## config.mk

```make
export PLATFORM = sky130hd
export DESIGN_NAME = dff_bank_test_ctrl
export DESIGN_NICKNAME = d
export VERILOG_FILES = /design/src/rtl/dff_bank_test_ctrl.sv
export SDC_FILE = /design/constraint.sdc
export NUM_CORES = 1
export LEC_CHECK = 0
export BUFFER_PORTS_ARGS = -buffer_cell sky130_fd_sc_hd__buf_4
export CAP_MARGIN = 10
export CORE_UTILIZATION = 52
export CTS_CLUSTER_SIZE = 14
export DETAILED_ROUTE_END_ITERATION = 10
export PLACE_DENSITY = 0.79
export SETUP_SLACK_MARGIN = 0.05
export SLEW_MARGIN = 20
export SYNTH_ARGS = -nofsm -noshare
export SYNTH_HDL_FRONTEND = slang
export SYNTH_SLANG_ARGS = --single-unit
```

## constraint.sdc

```tcl
create_clock -name clk -period 2.4 [get_ports clk]
set_input_delay 0.24 -clock clk [delete_from_list [all_inputs] [get_ports clk]]
set_output_delay 0.24 -clock clk [all_outputs]
set_load 0.1 [all_outputs]
```

## src/rtl/dff_bank_test_ctrl.sv

```systemverilog
// rtl/dff_bank_test_ctrl.sv - clear/preset/pattern self-test sequencer for an async preset/clear flop bank
module dff_bank_test_ctrl #(
    parameter int              WIDTH        = 8,
    parameter int              PULSE_CYCLES = 2,
    parameter logic [WIDTH-1:0] PATTERN_A   = WIDTH'(8'h55)
) (
    input  logic             clk,
    input  logic             clear,
    input  logic             start,
    input  logic [WIDTH-1:0] q_i,
    output logic [WIDTH-1:0] d_o,
    output logic             preset_o,
    output logic             clear_o,
    output logic             busy,
    output logic             done,
    output logic             pass,
    output logic [2:0]       fail_step,
    output logic [WIDTH-1:0] fail_mask
);

    localparam int CW = (PULSE_CYCLES > 1) ? $clog2(PULSE_CYCLES) : 1;
    localparam logic [CW-1:0] CNT_LOAD = CW'(PULSE_CYCLES - 1);

    typedef enum logic [3:0] {
        S_IDLE, S_CLR, S_CHK_CLR, S_PRE, S_CHK_PRE,
        S_WR_A, S_CHK_A, S_WR_B, S_CHK_B, S_DONE
    } state_t;

    state_t           state_q, state_d;
    logic [CW-1:0]    cnt_q, cnt_d;
    logic [WIDTH-1:0] d_o_q, d_o_d;
    logic             preset_q, preset_d;
    logic             clear_q, clear_d;
    logic             busy_q, busy_d;
    logic             done_q, done_d;
    logic             pass_q, pass_d;
    logic [2:0]       fail_step_q, fail_step_d;
    logic [WIDTH-1:0] fail_mask_q, fail_mask_d;

    logic [WIDTH-1:0] exp_val;
    logic [2:0]       step_code;
    logic             is_chk;
    logic             mismatch;

    // The check states know what the bank must hold at their closing edge.
    always_comb begin
        exp_val   = '0;
        step_code = 3'd0;
        is_chk    = 1'b1;
        case (state_q)
            S_CHK_CLR: begin exp_val = '0;         step_code = 3'd1; end
            S_CHK_PRE: begin exp_val = '1;         step_code = 3'd2; end
            S_CHK_A:   begin exp_val = PATTERN_A;  step_code = 3'd3; end
            S_CHK_B:   begin exp_val = ~PATTERN_A; step_code = 3'd4; end
            default:   is_chk = 1'b0;
        endcase
        mismatch = is_chk && (q_i != exp_val);
    end

    always_ff @(posedge clk or posedge clear) begin
        if (clear) begin
            state_q     <= S_IDLE;
            cnt_q       <= '0;
            d_o_q       <= '0;
            preset_q    <= 1'b0;
            clear_q     <= 1'b0;
            busy_q      <= 1'b0;
            done_q      <= 1'b0;
            pass_q      <= 1'b0;
            fail_step_q <= 3'd0;
            fail_mask_q <= '0;
        end else begin
            state_q     <= state_d;
            cnt_q       <= cnt_d;
            d_o_q       <= d_o_d;
            preset_q    <= preset_d;
            clear_q     <= clear_d;
            busy_q      <= busy_d;
            done_q      <= done_d;
            pass_q      <= pass_d;
            fail_step_q <= fail_step_d;
            fail_mask_q <= fail_mask_d;
        end
    end

    always_comb begin
        state_d = state_q;
        cnt_d   = cnt_q;
        case (state_q)
            S_IDLE: begin
                if (start) begin
                    state_d = S_CLR;
                    cnt_d   = CNT_LOAD;
                end
            end
            S_CLR: begin
                if (cnt_q == '0) state_d = S_CHK_CLR;
                else             cnt_d   = cnt_q - 1'b1;
            end
            S_CHK_CLR: begin
                if (mismatch) begin
                    state_d = S_DONE;
                end else begin
                    state_d = S_PRE;
                    cnt_d   = CNT_LOAD;
                end
            end
            S_PRE: begin
                if (cnt_q == '0) state_d = S_CHK_PRE;
                else             cnt_d   = cnt_q - 1'b1;
            end
            S_CHK_PRE: state_d = mismatch ? S_DONE : S_WR_A;
            S_WR_A:    state_d = S_CHK_A;
            S_CHK_A:   state_d = mismatch ? S_DONE : S_WR_B;
            S_WR_B:    state_d = S_CHK_B;
            S_CHK_B:   state_d = S_DONE;
            S_DONE:    state_d = S_IDLE;
            default:   state_d = S_IDLE;
        endcase
    end

    // Outputs are decoded from the next state so each flop changes exactly on
    // the edge that enters a state; d_o matches the expected value in every
    // drive and check state, keeping q quiet across the check edges.
    always_comb begin
        d_o_d       = '0;
        preset_d    = 1'b0;
        clear_d     = 1'b0;
        busy_d      = (state_d != S_IDLE) && (state_d != S_DONE);
        done_d      = (state_d == S_DONE);
        pass_d      = pass_q;
        fail_step_d = fail_step_q;
        fail_mask_d = fail_mask_q;
        case (state_d)
            S_CLR:            clear_d = 1'b1;
            S_PRE:   begin    preset_d = 1'b1; d_o_d = '1; end
            S_CHK_PRE:        d_o_d = '1;
            S_WR_A, S_CHK_A:  d_o_d = PATTERN_A;
            S_WR_B, S_CHK_B:  d_o_d = ~PATTERN_A;
            default:          d_o_d = '0;
        endcase
        if (state_q == S_IDLE && start) begin
            pass_d      = 1'b0;
            fail_step_d = 3'd0;
            fail_mask_d = '0;
        end
        if (mismatch) begin
            pass_d      = 1'b0;
            fail_step_d = step_code;
            fail_mask_d = q_i ^ exp_val;
        end else if (state_q == S_CHK_B) begin
            pass_d      = 1'b1;
        end
    end

    assign d_o       = d_o_q;
    assign preset_o  = preset_q;
    assign clear_o   = clear_q;
    assign busy      = busy_q;
    assign done      = done_q;
    assign pass      = pass_q;
    assign fail_step = fail_step_q;
    assign fail_mask = fail_mask_q;

endmodule

```

; After elaboration in Yosys (flattened, before gate mapping)
; Cells that the tools add are included.
[word_totals]
ff_bits = 29
latchBits = 0
mem_bits_rw = 0
romBits = 0
in_bits = 11
output_inout_bits = 24
word_cells = 70
n_memories = 0
[op_classes]
n_addsub = 1
n_mul = 0
n_div = 0
magnitude_cmp = 0
n_eq_ne = 20
shift = 0
n_mux = 24
bitwise = 1
n_reduce_logical = 14
[ops]
columns = operator, count
row1 = $pmux 8 s3, 2
row2 = $pmux 4 s9, 1
row3 = $eq 4x3->1 const B, 8
row4 = $mux 4, 6
row5 = $mux 8, 2
row6 = $eq 4x2->1 const B, 3
row7 = $eq 4x4->1 const B, 3
row8 = $pmux 3 s4, 1
row9 = $mux 1, 9
row10 = $eq 4x1->1 const B, 2
row11 = $ne 8x8->1, 1
row12 = $reduce_or 2->1, 4
row13 = $xor 8x8->8, 1
row14 = $mux 3, 2
row15 = $reduce_bool 3->1, 2
row16 = $logic_not 4->1, 1
row17 = $ne 2x2->1 const B, 2
row18 = $ne 4x4->1 const B, 1
row19 = $reduce_bool 4->1, 1
row20 = $reduce_or 4->1, 1
row21 = $logic_and 1x1->1, 3
row22 = $pmux 1 s3, 1
row23 = $reduce_and 3->1, 1
row24 = $reduce_bool 2->1, 1
row25 = $sub 1x1->1 const B, 1

; Logic depth before layout (Yosys ltp)
; Gate-level depths: netlist (run 1).
[depth]
depth_word = 9
ltp_mapped = 6
depth_no_buf = 5

; Worst setup path after synthesis (run 1)
; OpenSTA, ideal clock, no wires.
[synth_path]
path_kind = register to register
start = reg state_q[3]
end = reg d_o_q[6], in the netlist d_o[6]
setup_time_ps = 128
t_arrival_ps = 1808
required_ps = 2272
path_slack_ps = 465
stages_incl_launch_ff = 7
period_less_slack_ps = 1935
cell_sequence = dfrtp_1 buf_6 or3b_4 mux2i_4 o2111ai_2 a211oi_2 mux2_1
[synth_via]
elab_chain_cells = 9
[synth_lines]
columns = item, line
row1 = start: declaration, 29  ; state_t state_q, state_d;
row2 = start signal: assignment, 73  ; state_q <= state_d;
row3 = "$eq 4x4->1, or another cell as far along", "50, 89"
row4 = $pmux 8 s3 or $reduce_or 4->1 (tied branches), -
row5 = $ne 8x8->1 or $mux 1 (tied branches), "57, 50"
row6 = $logic_and 1x1->1, 57  ; mismatch = is_chk && (q_i != exp_val);
row7 = "$mux 4, on equally long branches", "114, 101, 112"
row8 = $pmux 4 s9 *, 89  ; case (state_q)
row9 = "$eq 4x3->1, or another cell as far along", 134  ; case (state_d)
row10 = "$reduce_or 2->1, on equally long branches", -
row11 = $pmux 8 s3 *, 134
row12 = end signal: assignment, 75  ; d_o_q <= d_o_d;
row13 = end: declaration, 31  ; logic [WIDTH-1:0] d_o_q, d_o_d;
; Mark *: on every way between the ends. The rest lies on a longest branch, timed or not.
; A chain may end at the register's enable or synchronous reset.

; Worst setup path in the final report (run 1)
[layout_path]
start = reg state_q[1]
end = reg d_o_q[6], in the netlist d_o[6]
; Same word-level chain as after synthesis.

==> results of run 1 <==
-- cell families (layout without fill, tap and decap cells) --
kind of cell	count (synthesis)	count (layout)	share of synthesized area [%]
compound gates	42	42	24.18
mux	3	3	3.292
buf+inv	19	49	7.713
xor+xnor	11	11	7.243
flops	23	23	43.27
simple gates	35	35	14.30
-- sequential cells by signal (all words and copies together) (netlist names) --
name and flops:
busy 1, preset_o 1, done 1, cnt_q 1, fail_mask 8, clear_o 1
fail_step 3, pass 1, d_o 2, state_q 4
-- cell usage after synthesis, types with 2 or more instances --
cell and n:
xor2_1 5, xnor2_1 6, a22o_1 2, nor2b_1 2, o2bb2ai_1 9, and2_1 2, clkbuf_1 4, a21oi_1 8
o21ai_0 5, inv_1 6, a2bb2oi_1 2, o21a_1 2, nand4_1 2, buf_4 6, nand2_1 9, dfrtp_1 23
or2_2 3, nor3_1 4, nor2_1 6
-- final cells by class --
| type | instances | share of cell area, % |
|---|---|---|
| Clock inverter | 1 | 0.3118 |
| Multi-Input combinational cell | 91 | 40.61 |
| Tap cell | 28 | 2.182 |
| Clock buffer | 3 | 1.403 |
| Inverter | 6 | 1.403 |
| Timing Repair Buffer | 39 | 18.24 |
| Sequential cell | 23 | 35.85 |
-- worst reg2reg max path, stage by stage (launching register included) --
cell and delay, ns:
dfrtp_1 0.50, or2_2 0.36, nor3_2 0.35, o2111ai_2 0.19
a211oi_2 0.29, mux2_1 0.35
-- layer usage --
metal / vias up / routed length (um) / track usage, % / share of wire (%)
li1: 535 / - / - / -
met1: 520 / 1311 / 30.46 / 47
met2: 35 / 1271 / 38.82 / 46
met3: 8 / 131 / 2.609 / 4.7
met4: 0 / 60 / 12.72 / 2.2
met5: - / 0 / 0 / 0
-- path summary, 6_finish.rpt --
path                            cells after the start  slack [ns]                       end                     start
worst max register to register                      5        0.25          d_o[6]$_DFF_PP0_      state_q[1]$_DFF_PP0_
min in group clk                                    3        0.19  fail_mask[2]$_DFFE_PP0P_                    q_i[2]
max in group asynchronous                           2        1.79          pass$_DFFE_PP0P_                     clear
worst min-delay path                                2        0.08  fail_step[0]$_DFFE_PP0P_                     clear
worst max-delay path                                5        0.25          d_o[6]$_DFF_PP0_      state_q[1]$_DFF_PP0_
worst min register to register                      1        0.51  fail_mask[0]$_DFFE_PP0P_  fail_mask[0]$_DFFE_PP0P_
-- through the flow --
| step | utilization, % | area [um^2] | hold slack (ns) | std cells |
|---|---|---|---|---|
| after detailed placement | 68.05 | 1578 | 0.4766 | 187 |
| after floorplan | - | 1330 | 0.2419 | 133 |
| after global routing | 69.24 | 1605 | 0.1670 | 191 |
| final | 69.24 | 1605 | 0.08119 | 191 |
| after CTS | 69.24 | 1605 | 0.1073 | 191 |
| after global placement | 68.05 | 1578 | 0.4478 | 187 |
==> out/metrics.yaml, run 1 <==
grt_first_pass_wirelength_um: 4705
fin_skew_ns: 0.004483
path_class: "flop to flop"
grt.total_usage_pct: 23.75
grt_max_degree: 24
timing.fmax_mhz: 465.2
slowest_stage: "dfrtp_1"
drt_pass1_iterations: 4
fill_cells: 178
crit_path_max_incr_delay_ns: 0.50
start_util_pct: 57.37
synthDominantCellAreaShare_pct: 43.27
cp_data_arrival_time_ns: 2.37
cts_setup_buffers: 0
diodes: 0
critical_path.cell_chain: "or2_2 > nor3_2 > o2111ai_2 > a211oi_2 > mux2_1"
post-route-worst-setup-slack_ns: 0.2506
crit_fanout: 9
path_buf_inv: 0
fin_tns_setup_ns: 0
htreeDepth: 1
period_needed_ns: 2.149
synthArstFlopShare_pct: 100.0
yosysWarnings: 0
post_cts_resized: 0
routedWlPerCell_um: 14.53
cts.clk_slew.worst_paths_ns: 0.13
hold_class: "input port to asynchronous set/reset pin"
area_delta_synth_final_pct: 20.70
antenna_found_initial: 0
core_um2: 2318
route.final.wire_length_um: 2775
final_cell_mix: "buf_4 (39), dfrtp_1 (23), nand2_1 (9), o2bb2ai_1 (9), a21oi_1 (8)"
cts_root_buf: "clkbuf_4"
overflow: 0
critPathTopFamily: "simple AND/OR/NAND/NOR gates"
mappedNetlistArea_um2: 1330
cts_tree: "built"
syn_area_per_cell_um2: 10.00
synth_nets: 144
maxCapViolCount: 0
hpwl_um: 2101
final_common_cell: "buf_4"
ctsHoldBuffers: 0
post_drt_via_cell_ratio: 5.749
synthCells: 133
setup_viol: 0
rows: 17
clockBufferDepth: 2
ys_ff_latch: 23
synth_edf_count: 0
port_buffers: 34
seq_area_um2: 575.6
clock_latency_ns: 0.32
status: "finished clean"
period_share_pct: 89.56
io_pins: 35
die-area_um2: 2764
drive_gt1_share_pct: 33.13
cts_made_buffers: 3
cts.sinks: 23
maxSlewHeadroom_pct: 42.41
via_count: 1098
gp_congestion: 0.9101
die_height_um: 52.58
cp-start-kind: "flop"
ys.flop_type: "dfrtp_1"
critPathRequiredTime_ns: 2.62
multi_input_comb_area_um2: 651.9
drtAntennaViolNets: 0
die_w_um: 52.58
synth_top_area_cell: "dfrtp_1"
dr.first_iter.drc_count: 27
ys_top_cells_by_area: "dfrtp_1 (43%), o2bb2ai_1 (5.9%), xnor2_1 (4.0%)"
pre_cts_ws_ns: 0.2965
drc: 0
rsz0062_at_grt: "no"
crit_path_end_kind: "flop"
slew_violations: 0
synth_cell_types: 46
hold_viol: 0
grt_pass1_vias: 1072
nets: 175
worstMarginPinSlew_ns: 0.8628
ys_seq_area_share_pct: 43.27
Power of run 1 is not shown: default switching activity piles up to over one toggle a cycle in this logic, so the estimate is an artifact.
==> run 2, diff against run 1 <==
--- a/config.mk
+++ b/config.mk
@@ -6,11 +6,9 @@
 export NUM_CORES = 1
 export LEC_CHECK = 0
 export BUFFER_PORTS_ARGS = -buffer_cell sky130_fd_sc_hd__buf_4
-export CAP_MARGIN = 10
-export CORE_UTILIZATION = 52
+export CORE_UTILIZATION = 40
 export CTS_CLUSTER_SIZE = 14
 export DETAILED_ROUTE_END_ITERATION = 10
-export PLACE_DENSITY = 0.79
 export SETUP_SLACK_MARGIN = 0.05
 export SLEW_MARGIN = 20
 export SYNTH_ARGS = -nofsm -noshare
==> run 2 against run 1 <==
Against the previous run: clock skew up 0.0016 ns; routed wire length up 7.6%; sequential cell count stayed put; highest routed layer unchanged; worst hold slack better by 0.011 ns; largest cell class unchanged; sequential share of layout area shrank 0.41 points; clock-buffer cell count up 1; global-route usage down 4.6 points; via count rose by 0.27%; worst setup slack better by 0.050 ns.
==> out/metrics.yaml, run 2 (same netlist as run 1, synthesis figures left out) <==
critPathTopFamily: "simple AND/OR/NAND/NOR gates"
period_share_pct: 87.48
clockBufferDepth: 2
grt_first_pass_wirelength_um: 5092
fin_skew_ns: 0.006111
die-area_um2: 3560
hpwl_um: 2278
maxCapViolCount: 0
hold_class: "input port to asynchronous set/reset pin"
r2r-start: "state_q[0]$_DFF_PP0_"
fin_tns_setup_ns: 0
r2r_end: "d_o[6]$_DFF_PP0_"
cts.sinks: 23
io_pins: 35
worstMarginPinSlew_ns: 0.8685
post_drt_via_cell_ratio: 5.319
via_count: 1101
cp-start-kind: "flop"
drive_gt1_share_pct: 32.52
drtAntennaViolNets: 0
drc: 0
die_w_um: 59.67
critPathRequiredTime_ns: 2.61
final_common_cell: "buf_4"
post_layout_nonfiller_instances: 207
dr.first_iter.drc_count: 45
setup_viol: 0
dp_cells: 203
core_um2: 3103
rsz0062_at_grt: "no"
gp_congestion: 0.8577
maxSlewHeadroom_pct: 42.04
path_class: "flop to flop"
rows: 20
area_delta_synth_final_pct: 22.11
nets: 175
die_height_um: 59.67
cts_setup_buffers: 0
grt.total_usage_pct: 19.10
crit_fanout: 9
largest_reg_flops: 8
cts_tree: "built"
htreeDepth: 1
drt_pass1_iterations: 4
multi_input_comb_area_um2: 651.9
hold_viol: 0
overflow: 0
route.final.wire_length_um: 2986
critical_path.cell_chain: "buf_4 > or3b_2 > or2_2 > o311ai_0 > a21oi_1 > mux2_1"
antenna_found_initial: 0
worst_r2r_path_depth: 6
crit_path_max_incr_delay_ns: 0.47
cp_data_arrival_time_ns: 2.31
cts_made_buffers: 3
rrSetupSlack_ns: 0.30
slowest_stage: "dfrtp_1"
cts.clk_slew.worst_paths_ns: 0.13
period_needed_ns: 2.100
crit_path_end_kind: "flop"
grt_pass1_vias: 1074
cts_root_buf: "clkbuf_4"
diodes: 0
seq_area_um2: 575.6
post_cts_resized: 0
ctsHoldBuffers: 0
grt_max_degree: 24
clock_latency_ns: 0.32
status: "finished clean"
start_util_pct: 42.86
routedWlPerCell_um: 14.43
timing.fmax_mhz: 476.3
path_buf_inv: 1
slew_violations: 0
crit_start: "state_q[0]$_DFF_PP0_"
fill_cells: 317
port_buffers: 34
final_cell_mix: "buf_4 (39), dfrtp_1 (23), nand2_1 (9), o2bb2ai_1 (9), a21oi_1 (8)"
==> run 2: changes by cell type in the layout (fill, tap and decap cells not counted), sizes merged <==
| cell | before | now |
|---|---|---|
| clkinv | 1 | 0 |
| clkbuf | 3 | 4 |
==> run 2: metal layers <==
| metal | GRT usage, % | vias up | part of all wire, % |
|---|---|---|---|
| li1 | - | 540 | - |
| met1 | 27.32 | 512 | 47 |
| met2 | 30.16 | 45 | 48 |
| met3 | 2.597 | 4 | 4.5 |
| met4 | 5.316 | 0 | 0.90 |
| met5 | 0 | - | 0 |
==> run 2: cell type report <==
cell class / instances / share of cell area [%]
multi-input cells: 91 / 40.14
clock buffers: 4 / 1.618
repair buffers: 39 / 18.03
inverters: 6 / 1.387
flip-flops and latches: 23 / 35.44
well taps: 44 / 3.390
==> run 2: per-stage QoR <==
stage | hold slack, ns | util [%] | instance area (um^2) | setup slack, ns
2_1_floorplan | 0.2419 | - | 1330 | 0.4648
3_5_place_dp | 0.4745 | 51.49 | 1598 | 0.3270
4_1_cts | 0.1254 | 52.34 | 1624 | 0.2968
6_report | 0.09242 | 52.34 | 1624 | 0.3004
5_1_grt | 0.1717 | 52.34 | 1624 | 0.1988
3_3_place_gp | 0.4731 | 51.49 | 1598 | 0.3418
==> run 2: worst max-delay path by stage <==
stage | end | slack, ns | cells after the start
2_1_floorplan | d_o[6]$_DFF_PP0_ | 0.46 | 6
3_3_place_gp | d_o[6]$_DFF_PP0_ | 0.34 | 5
3_5_place_dp | d_o[6]$_DFF_PP0_ | 0.33 | 6
4_1_cts | d_o[6]$_DFF_PP0_ | 0.30 | 5
5_1_grt | d_o[6]$_DFF_PP0_ | 0.20 | 6
6_report | d_o[6]$_DFF_PP0_ | 0.30 | 6
==> run 2: worst register-to-register path, cell delays in order (launching register included) <==
cell and delay, ns:
dfrtp_1 0.47, buf_4 0.20, or3b_2 0.46, or2_2 0.30, o311ai_0 0.14, a21oi_1 0.12
mux2_1 0.31
Power of run 2 is left out for the same reason.
==> run 3, diff against run 2 <==
==> constraint.sdc (replaced) <==
create_clock -name clk -period 2.4 [get_ports clk]
set_input_delay 0.72 -clock clk [delete_from_list [all_inputs] [get_ports clk]]
set_output_delay 0.72 -clock clk [all_outputs]
set_load 0.1 [all_outputs]
==> run 3 against run 2 <==
Against the previous run: worst setup slack worse by 0.070 ns; clock-buffer cell count is 1 lower; design area is 3.8% higher; fmax is 3.2% lower; sequential cell count stayed put; non-clock buffer count is 8 higher; global-route usage is 0.32 points lower; utilization is 2.0 points higher; sequential share of layout area is 1.3 points lower; via count is 1.0% higher; first-iteration DRC count is 6.7% lower; critical endpoint unchanged; highest routed layer unchanged.
==> out/metrics.yaml, run 3 (same netlist as run 1, synthesis figures left out) <==
status: "finished clean"
largest_reg_flops: 8
cts.sinks: 23
antenna_found_initial: 0
setup_viol: 0
r2r_end: "d_o[6]$_DFF_PP0_"
route.final.wire_length_um: 2994
critPathRequiredTime_ns: 2.63
io_pins: 35
die-area_um2: 3560
maxCapViolCount: 0
cp-start-kind: "flop"
post-route-worst-setup-slack_ns: 0.2309
via_count: 1112
final_cell_mix: "buf_4 (47), dfrtp_1 (23), nand2_1 (9), o2bb2ai_1 (9), a21oi_1 (8)"
overflow: 0
grt_first_pass_wirelength_um: 4940
post-route-util_pct: 54.31
drt_pass1_iterations: 4
fin_skew_ns: 0.005465
area_delta_synth_final_pct: 26.72
cts_setup_buffers: 0
cts_root_buf: "clkbuf_4"
die_height_um: 59.67
grt.total_usage_pct: 18.78
clock_latency_ns: 0.33
fin_tns_setup_ns: 0
crit_fanout: 9
period_share_pct: 90.38
worst_r2r_path_depth: 5
hold_viol: 0
rsz0062_at_grt: "no"
timing.fmax_mhz: 461.0
pre_cts_ws_ns: -0.08204
ctsHoldBuffers: 0
path_class: "flop to flop"
port_buffers: 34
slew_violations: 0
crit_path_end_kind: "flop"
cts_tree: "built"
start_util_pct: 42.86
drc: 0
nets: 183
cp_data_arrival_time_ns: 2.40
routedWlPerCell_um: 13.93
rows: 20
drive_gt1_share_pct: 36.26
grt_max_degree: 24
rrSetupSlack_ns: 0.23
period_needed_ns: 2.169
fin_area_um2: 1685
cts.clk_slew.worst_paths_ns: 0.14
worstMarginPinSlew_ns: 0.4994
r2r-start: "state_q[0]$_DFF_PP0_"
gp_congestion: 0.7946
placed_area_um2: 1658
post_cts_resized: 0
post_drt_via_cell_ratio: 5.172
hpwl_um: 2210
die_w_um: 59.67
core_um2: 3103
cts_made_buffers: 3
maxSlewHeadroom_pct: 66.64
htreeDepth: 1
clockBufferDepth: 2
drtAntennaViolNets: 0
final_common_cell: "buf_4"
grt_pass1_vias: 1049
diodes: 0
dr.first_iter.drc_count: 42
hold_class: "input port to asynchronous set/reset pin"
[run 3: how the worst max path moves through the flow]
| stage | depth (start not counted) | start | end | slack, ns |
|---|---|---|---|---|
| finish | 5 | state_q[0]$_DFF_PP0_ | d_o[6]$_DFF_PP0_ | 0.23 |
| global placement | 6 | q_i[0] | d_o[6]$_DFF_PP0_ | -0.05 |
| CTS | 5 | state_q[0]$_DFF_PP0_ | d_o[6]$_DFF_PP0_ | 0.22 |
| detailed placement | 6 | q_i[0] | d_o[6]$_DFF_PP0_ | -0.08 |
| global route | 5 | state_q[0]$_DFF_PP0_ | d_o[6]$_DFF_PP0_ | 0.1 |
| floorplan | 5 | q_i[0] | d_o[6]$_DFF_PP0_ | 0.09 |
[run 3: metal layers]
layer / global-route usage, % / wire [um]
met2: 29.52 / 1397
met5: 0 / 0
met4: 8.638 / 61
met3: 2.597 / 94
met1: 25.58 / 1440
[run 3: final cells by class]
type                            count  area [um^2]
Inverter                            6        22.52
Clock buffer                        3        22.52
Fill cell                         310         1418
Timing Repair Buffer               47        352.8
Sequential cell                    23        575.6
Tap cell                           44        55.05
Multi-Input combinational cell     91        651.9
Clock inverter                      1        5.005
[run 3: per-stage QoR]
step / hold slack [ns] / instances
6_report: 0.4153 / 215
5_1_grt: 0.4375 / 215
4_1_cts: 0.4203 / 215
3_5_place_dp: 0.4752 / 211
3_3_place_gp: 0.4718 / 211
2_1_floorplan: 0.5558 / 133
[run 3: critical path, stage by stage (launching register included)]
cell	delay [ns]
dfrtp_1	0.51
or2_2	0.36
nor3_2	0.34
o2111ai_2	0.20
a211oi_2	0.29
mux2_1	0.35
Power of run 3 is left out for the same reason.
